**src/rtl/lcd_hd44780_ctrl.sv**
```systemverilog
// HD44780 write-only controller: turns REQ-toggle command words into timed
// RS/DATA/EN write cycles, with a hardware power-up delay and busy flag.
module lcd_hd44780_ctrl #(
  parameter int unsigned SETUP_CYC    = 4,
  parameter int unsigned EN_HIGH_CYC  = 25,
  parameter int unsigned HOLD_CYC     = 2,
  parameter int unsigned CMD_WAIT_CYC = 2000,
  parameter int unsigned CLR_WAIT_CYC = 82000,
  parameter int unsigned PWR_WAIT_CYC = 2000000
) (
  input  logic        clk_i,
  input  logic        rst_i,
  input  logic [31:0] lcd_word_i,
  output logic [7:0]  lcd_data_o,
  output logic        lcd_rs_o,
  output logic        lcd_rw_o,
  output logic        lcd_en_o,
  output logic        lcd_on_o,
  output logic        busy_o
);

  localparam int unsigned MAX_A = (SETUP_CYC > EN_HIGH_CYC) ? SETUP_CYC : EN_HIGH_CYC;
  localparam int unsigned MAX_B = (HOLD_CYC > CMD_WAIT_CYC) ? HOLD_CYC : CMD_WAIT_CYC;
  localparam int unsigned MAX_C = (CLR_WAIT_CYC > PWR_WAIT_CYC) ? CLR_WAIT_CYC : PWR_WAIT_CYC;
  localparam int unsigned MAX_AB = (MAX_A > MAX_B) ? MAX_A : MAX_B;
  localparam int unsigned MAX_ALL = (MAX_AB > MAX_C) ? MAX_AB : MAX_C;
  localparam int unsigned CW = $clog2(MAX_ALL) + 1;

  typedef enum logic [2:0] {
    ST_PWRUP,
    ST_IDLE,
    ST_SETUP,
    ST_PULSE,
    ST_HOLD,
    ST_WAIT
  } state_e;

  state_e        state_q, state_d;
  logic [CW-1:0] cnt_q, cnt_d;
  logic          req_seen_q, req_seen_d;
  logic [7:0]    data_q, data_d;
  logic          rs_q, rs_d;
  logic          on_q, on_d;
  logic [7:0]    dout_q, dout_d;
  logic          rsout_q, rsout_d;
  logic          en_q, en_d;
  logic          busy_q, busy_d;
  logic          long_wait;
  logic          drive;
  logic          unused_word;

  assign unused_word = ^lcd_word_i[31:11];
  assign long_wait   = !rs_q && (data_q == 8'h01 || data_q == 8'h02 || data_q == 8'h03);

  always_comb begin
    state_d    = state_q;
    cnt_d      = cnt_q;
    req_seen_d = req_seen_q;
    data_d     = data_q;
    rs_d       = rs_q;
    on_d       = (state_q == ST_PWRUP) ? 1'b0 : lcd_word_i[9];
    unique case (state_q)
      ST_PWRUP: begin
        if (cnt_q == '0) state_d = ST_IDLE;
        else             cnt_d   = cnt_q - CW'(1);
      end
      ST_IDLE: begin
        if (lcd_word_i[10] != req_seen_q) begin
          req_seen_d = lcd_word_i[10];
          data_d     = lcd_word_i[7:0];
          rs_d       = lcd_word_i[8];
          state_d    = ST_SETUP;
          cnt_d      = CW'(SETUP_CYC - 1);
        end
      end
      ST_SETUP: begin
        if (cnt_q == '0) begin
          state_d = ST_PULSE;
          cnt_d   = CW'(EN_HIGH_CYC - 1);
        end else begin
          cnt_d = cnt_q - CW'(1);
        end
      end
      ST_PULSE: begin
        if (cnt_q == '0) begin
          state_d = ST_HOLD;
          cnt_d   = CW'(HOLD_CYC - 1);
        end else begin
          cnt_d = cnt_q - CW'(1);
        end
      end
      ST_HOLD: begin
        if (cnt_q == '0) begin
          state_d = ST_WAIT;
          cnt_d   = long_wait ? CW'(CLR_WAIT_CYC - 1) : CW'(CMD_WAIT_CYC - 1);
        end else begin
          cnt_d = cnt_q - CW'(1);
        end
      end
      ST_WAIT: begin
        if (cnt_q == '0) state_d = ST_IDLE;
        else             cnt_d   = cnt_q - CW'(1);
      end
      default: begin
        state_d = ST_PWRUP;
        cnt_d   = CW'(PWR_WAIT_CYC - 1);
      end
    endcase

    // Output flops are loaded from next-state so pins line up with the state they belong to.
    drive   = (state_d == ST_SETUP) || (state_d == ST_PULSE) || (state_d == ST_HOLD);
    dout_d  = drive ? data_d : dout_q;
    rsout_d = drive ? rs_d : rsout_q;
    en_d    = (state_d == ST_PULSE);
    busy_d  = (state_d != ST_IDLE);
  end

  always_ff @(posedge clk_i or posedge rst_i) begin
    if (rst_i) begin
      state_q    <= ST_PWRUP;
      cnt_q      <= CW'(PWR_WAIT_CYC - 1);
      req_seen_q <= 1'b0;
      data_q     <= '0;
      rs_q       <= 1'b0;
      on_q       <= 1'b0;
      dout_q     <= '0;
      rsout_q    <= 1'b0;
      en_q       <= 1'b0;
      busy_q     <= 1'b1;
    end else begin
      state_q    <= state_d;
      cnt_q      <= cnt_d;
      req_seen_q <= req_seen_d;
      data_q     <= data_d;
      rs_q       <= rs_d;
      on_q       <= on_d;
      dout_q     <= dout_d;
      rsout_q    <= rsout_d;
      en_q       <= en_d;
      busy_q     <= busy_d;
    end
  end

  assign lcd_data_o = dout_q;
  assign lcd_rs_o   = rsout_q;
  assign lcd_rw_o   = 1'b0;
  assign lcd_en_o   = en_q;
  assign lcd_on_o   = on_q;
  assign busy_o     = busy_q;

endmodule

```
**config.mk**
```make
export PLATFORM = sky130hd
export DESIGN_NAME = lcd_hd44780_ctrl
export DESIGN_NICKNAME = d
export VERILOG_FILES = /design/src/rtl/lcd_hd44780_ctrl.sv
export SDC_FILE = /design/constraint.sdc
export NUM_CORES = 1
export LEC_CHECK = 0
export ABC_AREA = 1
export CAP_MARGIN = 10
export CORE_MARGIN = 2
export CORE_UTILIZATION = 52
export CTS_CLUSTER_DIAMETER = 120
export DETAILED_ROUTE_END_ITERATION = 7
export DONT_BUFFER_PORTS = 1
export PLACE_DENSITY = 0.76
export REMOVE_ABC_BUFFERS = 1
export SETUP_SLACK_MARGIN = 0.05
export SYNTH_ARGS = -nofsm -noshare
export SYNTH_HDL_FRONTEND = slang
export SYNTH_SLANG_ARGS = --single-unit
```
**constraint.sdc**
```tcl
create_clock -name clk_i -period 3.37 [get_ports clk_i]
set_input_delay 0.5055 -clock clk_i [delete_from_list [all_inputs] [get_ports clk_i]]
set_output_delay 0.5055 -clock clk_i [all_outputs]
set_load 0.1 [all_outputs]
```
# ---- Word level (Yosys, flattened, before mapping)
# Index checks and enable logic that the tools add are counted.
dict set report totals {
  ff_bits 47
  in_bits 34
}
dict set report classes {
  n_addsub 1
  n_eq_ne 15
  muxes 18
  reduce_logical 11
}
# operator count
set op_table {}
lappend op_table {{22-bit 2-to-1 mux} 5}
lappend op_table {{22-bit case mux with 5 select lines} 1}
lappend op_table {{22-bit zero test} 1}
lappend op_table {{22-bit by 1-bit subtractor with 22-bit output, second input constant} 1}
lappend op_table {{17-bit 2-to-1 mux} 1}
lappend op_table {{8-bit by 2-bit == test with 1-bit output, second input constant} 2}
lappend op_table {{8-bit 2-to-1 mux} 2}
lappend op_table {{3-bit 2-to-1 mux} 5}
lappend op_table {{3-bit case mux with 5 select lines} 1}
lappend op_table {{3-bit by 2-bit == test with 1-bit output, second input constant} 4}
lappend op_table {{3-bit == test, second input constant} 3}
lappend op_table {{8-bit by 1-bit == test with 1-bit output, second input constant} 1}
lappend op_table {{1-bit logical OR} 4}
lappend op_table {{2-bit != test, second input constant} 2}
lappend op_table {{2-bit AND reduction} 2}
lappend op_table {{3-bit by 1-bit == test with 1-bit output, second input constant} 1}
lappend op_table {{3-bit zero test} 1}
lappend op_table {{1-bit 2-to-1 mux} 3}
lappend op_table {{3-bit by 1-bit != test with 1-bit output, second input constant} 1}
lappend op_table {{2-bit OR reduction} 1}
lappend op_table {{1-bit logical AND} 1}
lappend op_table {{1-bit zero test} 1}
lappend op_table {{1-bit != test} 1}

# ---- Logic depth before layout (Yosys ltp)
# Gate-level depths: netlist (run 1).
dict set report depth {
  depth_word 7
  depth_mapped 12
  depth_no_buf 12
}

# ---- Worst setup path before layout (run 1)
# Ideal clock, no wire load.
dict set report synth_path {
  kind {flip-flop to flip-flop}
  from {register cnt_q[0]}
  to {register cnt_q[21]}
  t_arrival_ns 1.549
  slack_ns 1.744
  stages_incl_launch_ff 11
  n_path_buf 1
  synth_period_minus_slack_ns 1.626
  cell_sequence {dfstp_2 > inv_1 > ha_1 > nand3_1 > nor2_1 > nand4_2 > nand2_2 > nor2_1 > buf_2 > nand3_1 > o21ai_1}
}
dict set report synth_via {
  elab_chain_cells 3
  word_cells_on_any_way 9
  classes_between {add/sub (1); eq/ne (1); mux (5); reduce/logical (2)}
}
# item line_no
set synth_lines {}
lappend synth_lines {{start: declaration} 39} ;# logic [CW-1:0] cnt_q, cnt_d;
lappend synth_lines {{start signal: assignment} 121} ;# cnt_q <= CW'(PWR_WAIT_CYC - 1);
lappend synth_lines {{start signal: assignment} 132} ;# cnt_q <= cnt_d;
lappend synth_lines {{22-bit by 1-bit subtractor with 22-bit output / 22-bit zero test (equally long branches)} n/a}
lappend synth_lines {{22-bit 2-to-1 mux, or another cell as far along} {64, 101}}
lappend synth_lines {{22-bit case mux with 5 select lines / 2-bit AND reduction (equally long branches)} n/a}
# Several ways; a longest one is shown, not always the timed one. The select of a mux whose other input is x is not followed.
# A chain may end at the register's enable or synchronous reset.

# ---- Worst setup path in the final report (run 1)
dict set report layout_path {
  from {register cnt_q[0]}
  to {register cnt_q[4]}
}
# Same word-level chain as after synthesis.

==> results of run 1 <==
[registers in the layout (all words and copies together), names as in the netlist]
register / count
busy_o: 1
rs_q: 1
req_seen_q: 1
lcd_on_o: 1
lcd_rs_o: 1
state_q: 3
lcd_data_o: 8
lcd_en_o: 1
cnt_q: 22
data_q: 8
[cell type report]
cell class / count / share of cell area
Clock inverter: 2 / 0.00544
Sequential cell: 47 / 0.399
Tap cell: 70 / 0.0293
Inverter: 40 / 0.0502
Clock buffer: 6 / 0.0243
Multi-Input combinational cell: 305 / 0.492
[per-stage QoR]
stage               cell area, µm²  hold slack [ps]  setup WS [ps]  power [W]
floorplan                     2810              463           1490    0.00122
detailed placement            2900              479           1090    0.00132
global route                  2990              299            782    0.00178
global placement              2900              480           1070    0.00131
finish                        2990              286           1010    0.00167
CTS                           2990              279           1040    0.00168
[routing by layer]
layer	vias to the layer above	global-route usage	routed length [µm]
met1	1148	0.300	2970
met3	9	0.0460	251
met4	0	0.0754	87
met2	47	0.352	2870
met5	-	0	0
li1	1245	-	-
[worst reg2reg max path: cells and delay by family, from the launching register on]
family / cells / cell delay [ps]
fa+ha+maj: 1 / 250
buf+inv: 1 / 90
flops: 1 / 550
simple gates: 8 / 1400
[final timing paths]
path / from / endpoint / slack, ps / cells past startpoint
hold / removal: rst_i / lcd_on_o / 290 / 1
setup reg to reg: cnt_q[0] / cnt_q[4] / 1010 / 10
max in group asynchronous: rst_i / lcd_data_o[5] / 2490 / 1
setup / recovery: cnt_q[0] / cnt_q[4] / 1010 / 10
hold reg to reg: data_q[4] / data_q[4] / 500 / 2
min in group clk_i: lcd_word_i[9] / lcd_on_o / 290 / 2
[kinds of logic (layout without fill, tap and decap cells)]
group           Yosys count  in the layout
other cells               1              1
simple gates            266            266
fa+ha+maj                 2              2
xor+xnor                 12             12
compound gates           24             24
buf+inv                  46             48
flops                    47             47
[cells in the mapped netlist (2+ instances only)]
master      n
ha_1        2
nor2_8      2
buf_4       3
buf_2       2
xnor2_1     3
o21ai_0     5
nand4_1     5
nor2_2      6
dfrtp_1    33
nand3_2     3
nand2_2     5
inv_2       7
inv_1      33
xor2_1      9
a21oi_1    14
nor2_4      3
nand2_1   125
dfstp_2    14
o21bai_1    2
nand3b_1    2
nand2_4     4
nand3_1    36
nor2_1     72
[power groups by stage]
stage	registers, W	clock network, W	logic [W]
finish	0.000879	0.000354	0.000440
global route	0.000896	0.000376	0.000513
detailed placement	0.000889	0	0.000434
global placement	0.000886	0	0.000421
CTS	0.000878	0.000366	0.000437
floorplan	0.000859	0	0.000365
==> key figures, run 1 <==
Outcome
  – Run status: completed

Hold path
  – Worst Hold Class: input port to asynchronous set/reset pin

Critical path
  – Setup crit start kind: flip-flop
  – Critical Path AT: approximately 2600 ps
  – Crit path max-delay cell type: nor2_1
  – Crit Path Class: flip-flop to flip-flop
  – Crit-path max cell delay: 660 ps
  – CP delay by family, top: simple AND/OR/NAND/NOR gates
  – Crit. End Element: flip-flop
  – Required time of the critical path: about 3600 ps
  – Buf+Inv Stages, Crit Path: 1
  – Most used cell, CP: nor2_1
  – Worst path cell trace: inv_1 -> ha_1 -> nand3_1 -> nor2_1 -> nand4_2 -> nand2_2 -> nor2_1 -> nand2_1 -> nor2_1 -> nor2_1
  – CP max FO: 12

Detailed routing
  – Drt first-iter violations: around 200
  – 1st-pass router iterations: 4
  – Routed vias: between 2,000 and 2,500
  – Routed wire length: 6170 µm
  – Via/cell ratio: between 5 and 6
  – # DRC: 0
  – Antenna viol nets, final: 0
  – DR WL/cell: ~13 µm

GRT
  – Largest net degree at the start of global routing: 48
  – First-pass GRT wire length: around 11,000 µm
  – GRT Overall Usage: 0.221
  – Vias in the first global route: between 2,000 and 2,500
  – Overflow after GRT: 0
  – Initial antenna violation count: 0

Die
  – Die height: 78.1 µm
  – Row count: 26
  – Core area: ~5200 µm²
  – Die area: ~6100 µm²
  – I/O pins: between 40 and 50
  – Initial Util: 0.549
  – Die W: 78.1 µm

Yosys
  – Prevailing post-synth register cell: dfrtp_1
  – Cell variety after synth: 31
  – XOR/XNOR Fraction of Synth Area: 0.0368
  – Fraction of registers with async set/reset: 1.00
  – Yosys top cell area share: 0.289
  – Mean Syn Cell Area: 7.18 µm²
  – Post-synthesis mux area share: 0
  – Gate Count Post-Synth: approximately 400
  – Largest family of logic cells by synthesized area: simple AND/OR/NAND/NOR gates
  – Post-synthesis simple-gate area fraction: 0.423
  – Number of synthesized register bits: 47
  – Compound-Gate Fraction of Synth Area: 0.0451
  – Post-synthesis sequential area ratio: 0.418
  – Post-Syn Area: 2860 µm²
  – Post-synth EDFFs: 0
  – Largest area contributor in the netlist: dfrtp_1
  – Adder-Cell Fraction of Synth Area: 0.00876
  – Synth warn: 0
  – Largest cells by area after synthesis: dfrtp_1 29%, nand2_1 16%, dfstp_2 13%

Power and ir drop
  – Share of power burned in registers: 0.525
  – Switching fraction of total power: 0.395
  – Pwr dens: roughly 560 nW/µm²
  – VDD IR-drop max: about 390 µV
  – NetSw: 0.000660 W
  – Logic gate share of total power: 0.263
  – Clock Power Share: 0.211
  – Internal Power: between 0.001 and 0.0015 W
  – Leakage: between 1 and 1.5 nW

Finish
  – Fill count: 497
  – Synth-to-Final Area Change: 4.64%
  – Antenna cells: 0
  – Final net count: 435
  – Layout cell share with drive strength beyond 1: 0.135
  – Register area: about 1200 µm²
  – Fin util: 0.575
  – Footprint of the multi-input gates: 1470 µm²
  – Post-route insts no fill: 470
  – Most frequent cells in the layout: 125 x nand2_1, 72 x nor2_1, 36 x nand3_1, 33 x dfrtp_1, 32 x inv_1
  – Most common cell after layout, fill and taps aside: nand2_1

Clocking
  – CTS resizes: 0
  – Clk buf depth: 2
  – Root Driver: clkbuf_8
  – Hold-fix buffers, CTS: 0
  – Clock-pin slew on the worst setup and hold paths: 100 ps
  – # Post-CTS Setup Buffers: 0
  – CTS buffer count: 5
  – CTS tree: yes
  – Skew-Pair Late Insertion Delay: 310 ps
  – CTS H-tree lvls: 2
  – CTS sink cnt: 47

Timing
  – Unrepaired setup endpoints after global routing: false
  – Sum Neg Setup Slack: 0 ps
  – Rel. slew slack: 0.364
  – Slew Viols, Final: 0
  – Period utilization: 0.700
  – Fmax: 424 MHz
  – Worst-Margin Slew: around 950 ps
  – Finish-stage setup viols: 0
  – Clk_skew: about 12 ps
  – Min Tclk post-route: between 2000 and 2500 ps
  – Final hold vios: 0

Placement
  – Hpwl dp: 4540 µm
  – Port Buf Inserts: 0
  – Final RePlAce weighted congestion: 0.963
  – Placed cell count: around 460

Run
  – Max cap viols: 0
(Power assumes the default switching activity.)
==> inputs of run 2 (changes only) <==
==> constraint.sdc (replaced) <==
create_clock -name clk_i -period 2.2 [get_ports clk_i]
set_input_delay 0.33 -clock clk_i [delete_from_list [all_inputs] [get_ports clk_i]]
set_output_delay 0.33 -clock clk_i [all_outputs]
set_load 0.1 [all_outputs]
==> key figures, run 2 (synthesized netlist as in run 1, its figures left out) <==
Finish
  – Post-route cell area: 3120 µm²
  – Final net count: about 450
  – Layout cell share with drive strength beyond 1: 0.173
  – Most frequent cells in the layout: 125 x nand2_1, 71 x nor2_1, 36 x nand3_1, 33 x dfrtp_1, 32 x inv_1
  – Antenna cells: 0
  – Max FFs per register: 22
  – Largest Register: cnt_q
  – Most common cell after layout, fill and taps aside: nand2_1
  – Synth-to-Final Area Change: 9.19%

Die
  – Die area: roughly 6100 µm²
  – I/O pins: between 40 and 50
  – Core area: between 5000 and 6000 µm²
  – Die height: ~78 µm
  – Die W: about 80 µm
  – Row count: 26
  – Initial Util: 0.549

Critical path
  – CP max FO: 10
  – Crit-path max cell delay: ~460 ps
  – Crit path max-delay cell type: dfrtp_1
  – Required time of the critical path: around 2400 ps
  – Setup crit start kind: flip-flop
  – CP delay by family, top: simple AND/OR/NAND/NOR gates
  – Critical Path AT: ~2200 ps
  – Worst path cell trace: nor2_4 -> nand2_2 -> nor2_8 -> nand3_1 -> nand2_1 -> nand3_2 -> nand2_4 -> nand2_4 -> nand2_1 -> nand2_1
  – Crit Path Class: flip-flop to flip-flop
  – Crit. End Element: flip-flop
  – Most used cell, CP: nand2_1
  – Buf+Inv Stages, Crit Path: 0

Timing
  – Unrepaired setup endpoints after global routing: false
  – Worst-Margin Slew: 946 ps
  – Finish-stage setup viols: 0
  – Rel. slew slack: 0.369
  – Fmax: roughly 510 MHz
  – Min Tclk post-route: a little under 2000 ps
  – Slew Viols, Final: 0
  – Period utilization: 0.897
  – Final hold vios: 0
  – Hold_ws: 99.9 ps
  – Sum Neg Setup Slack: 0 ps
  – Clk_skew: slightly above 9 ps

Detailed routing
  – DR WL/cell: 13.1 µm
  – # DRC: 0
  – Antenna viol nets, final: 0
  – Routed vias: about 2,600
  – Routed wire length: approximately 6400 µm
  – Drt first-iter violations: ~270
  – Via/cell ratio: ~5.3
  – 1st-pass router iterations: 5

GRT
  – First-pass GRT wire length: roughly 11,000 µm
  – Overflow after GRT: 0
  – Vias in the first global route: 2,464
  – Initial antenna violation count: 0
  – GRT Overall Usage: 0.220
  – Largest net degree at the start of global routing: between 40 and 50

Placement
  – Hpwl dp: between 4000 and 5000 µm
  – Port Buf Inserts: 0
  – Final RePlAce weighted congestion: 0.922
  – Placed inst area: a little over 3000 µm²

Power and ir drop
  – Leakage: roughly 1.6 nW
  – VDD IR-drop max: 542 µV
  – Final Total Pwr: approximately 0.0026 W
  – Pwr dens: about 830 nW/µm²

Clocking
  – Clk buf depth: 2
  – CTS buffer count: 5
  – # Post-CTS Setup Buffers: 0
  – Skew-Pair Late Insertion Delay: about 300 ps
  – CTS tree: yes
  – Root Driver: clkbuf_8
  – CTS H-tree lvls: 2
  – Clock-pin slew on the worst setup and hold paths: ~90 ps
  – CTS resizes: 0
  – Hold-fix buffers, CTS: 0
  – CTS sink cnt: 47

Outcome
  – Run status: completed

Hold path
  – Worst Hold Class: input port to asynchronous set/reset pin

Run
  – Max cap viols: 0
[run 2: cell types whose count changed in the layout (fill, tap and decap cells not counted)]
cell	before	now
buf_4	0	17
nor2_1	72	71
nor2_2	6	7
[run 2: cell type report]
cell class,count,area (µm²)
well taps,70,87.6
inverters,40,150
repair buffers,17,128
flip-flops and latches,47,1190
clock buffers,6,72.6
clock inverters,2,16.3
multi-input cells,305,1470
fillers,492,2080
[run 2: routing by layer]
layer	part of all wire	GRT usage
met5	0	0
met4	0.020	0.0860
met3	0.057	0.0379
met2	0.47	0.361
met1	0.45	0.292
[run 2: per-stage QoR]
stage | worst slack (ps) | instances | util
after detailed placement | 160 | 479 | 0.582
after global routing | 55.9 | 487 | 0.600
after floorplan | 322 | 392 | -
after global placement | 155 | 479 | 0.582
final | 228 | 487 | 0.600
after CTS | 125 | 487 | 0.599
[run 2: where the power goes]
| part | switching, W | leakage, nW | internal (W) |
|---|---|---|---|
| clock network | 0.000305 | 0.0418 | 0.000229 |
| registers | 0.000179 | 0.542 | 0.00107 |
| logic | 0.000527 | 0.971 | 0.000272 |
| total | 0.00101 | 1.55 | 0.00157 |
[run 2: final timing paths]
check	from	endpoint	slack [ps]	cells past startpoint
max in group asynchronous	rst_i	cnt_q[21]	1500	1
min in group clk_i	lcd_word_i[9]	lcd_on_o	120	2
max	cnt_q[8]	lcd_data_o[5]	230	10
min	rst_i	cnt_q[16]	100	1
max reg2reg	cnt_q[8]	lcd_data_o[5]	230	10
min reg2reg	cnt_q[1]	cnt_q[1]	510	2
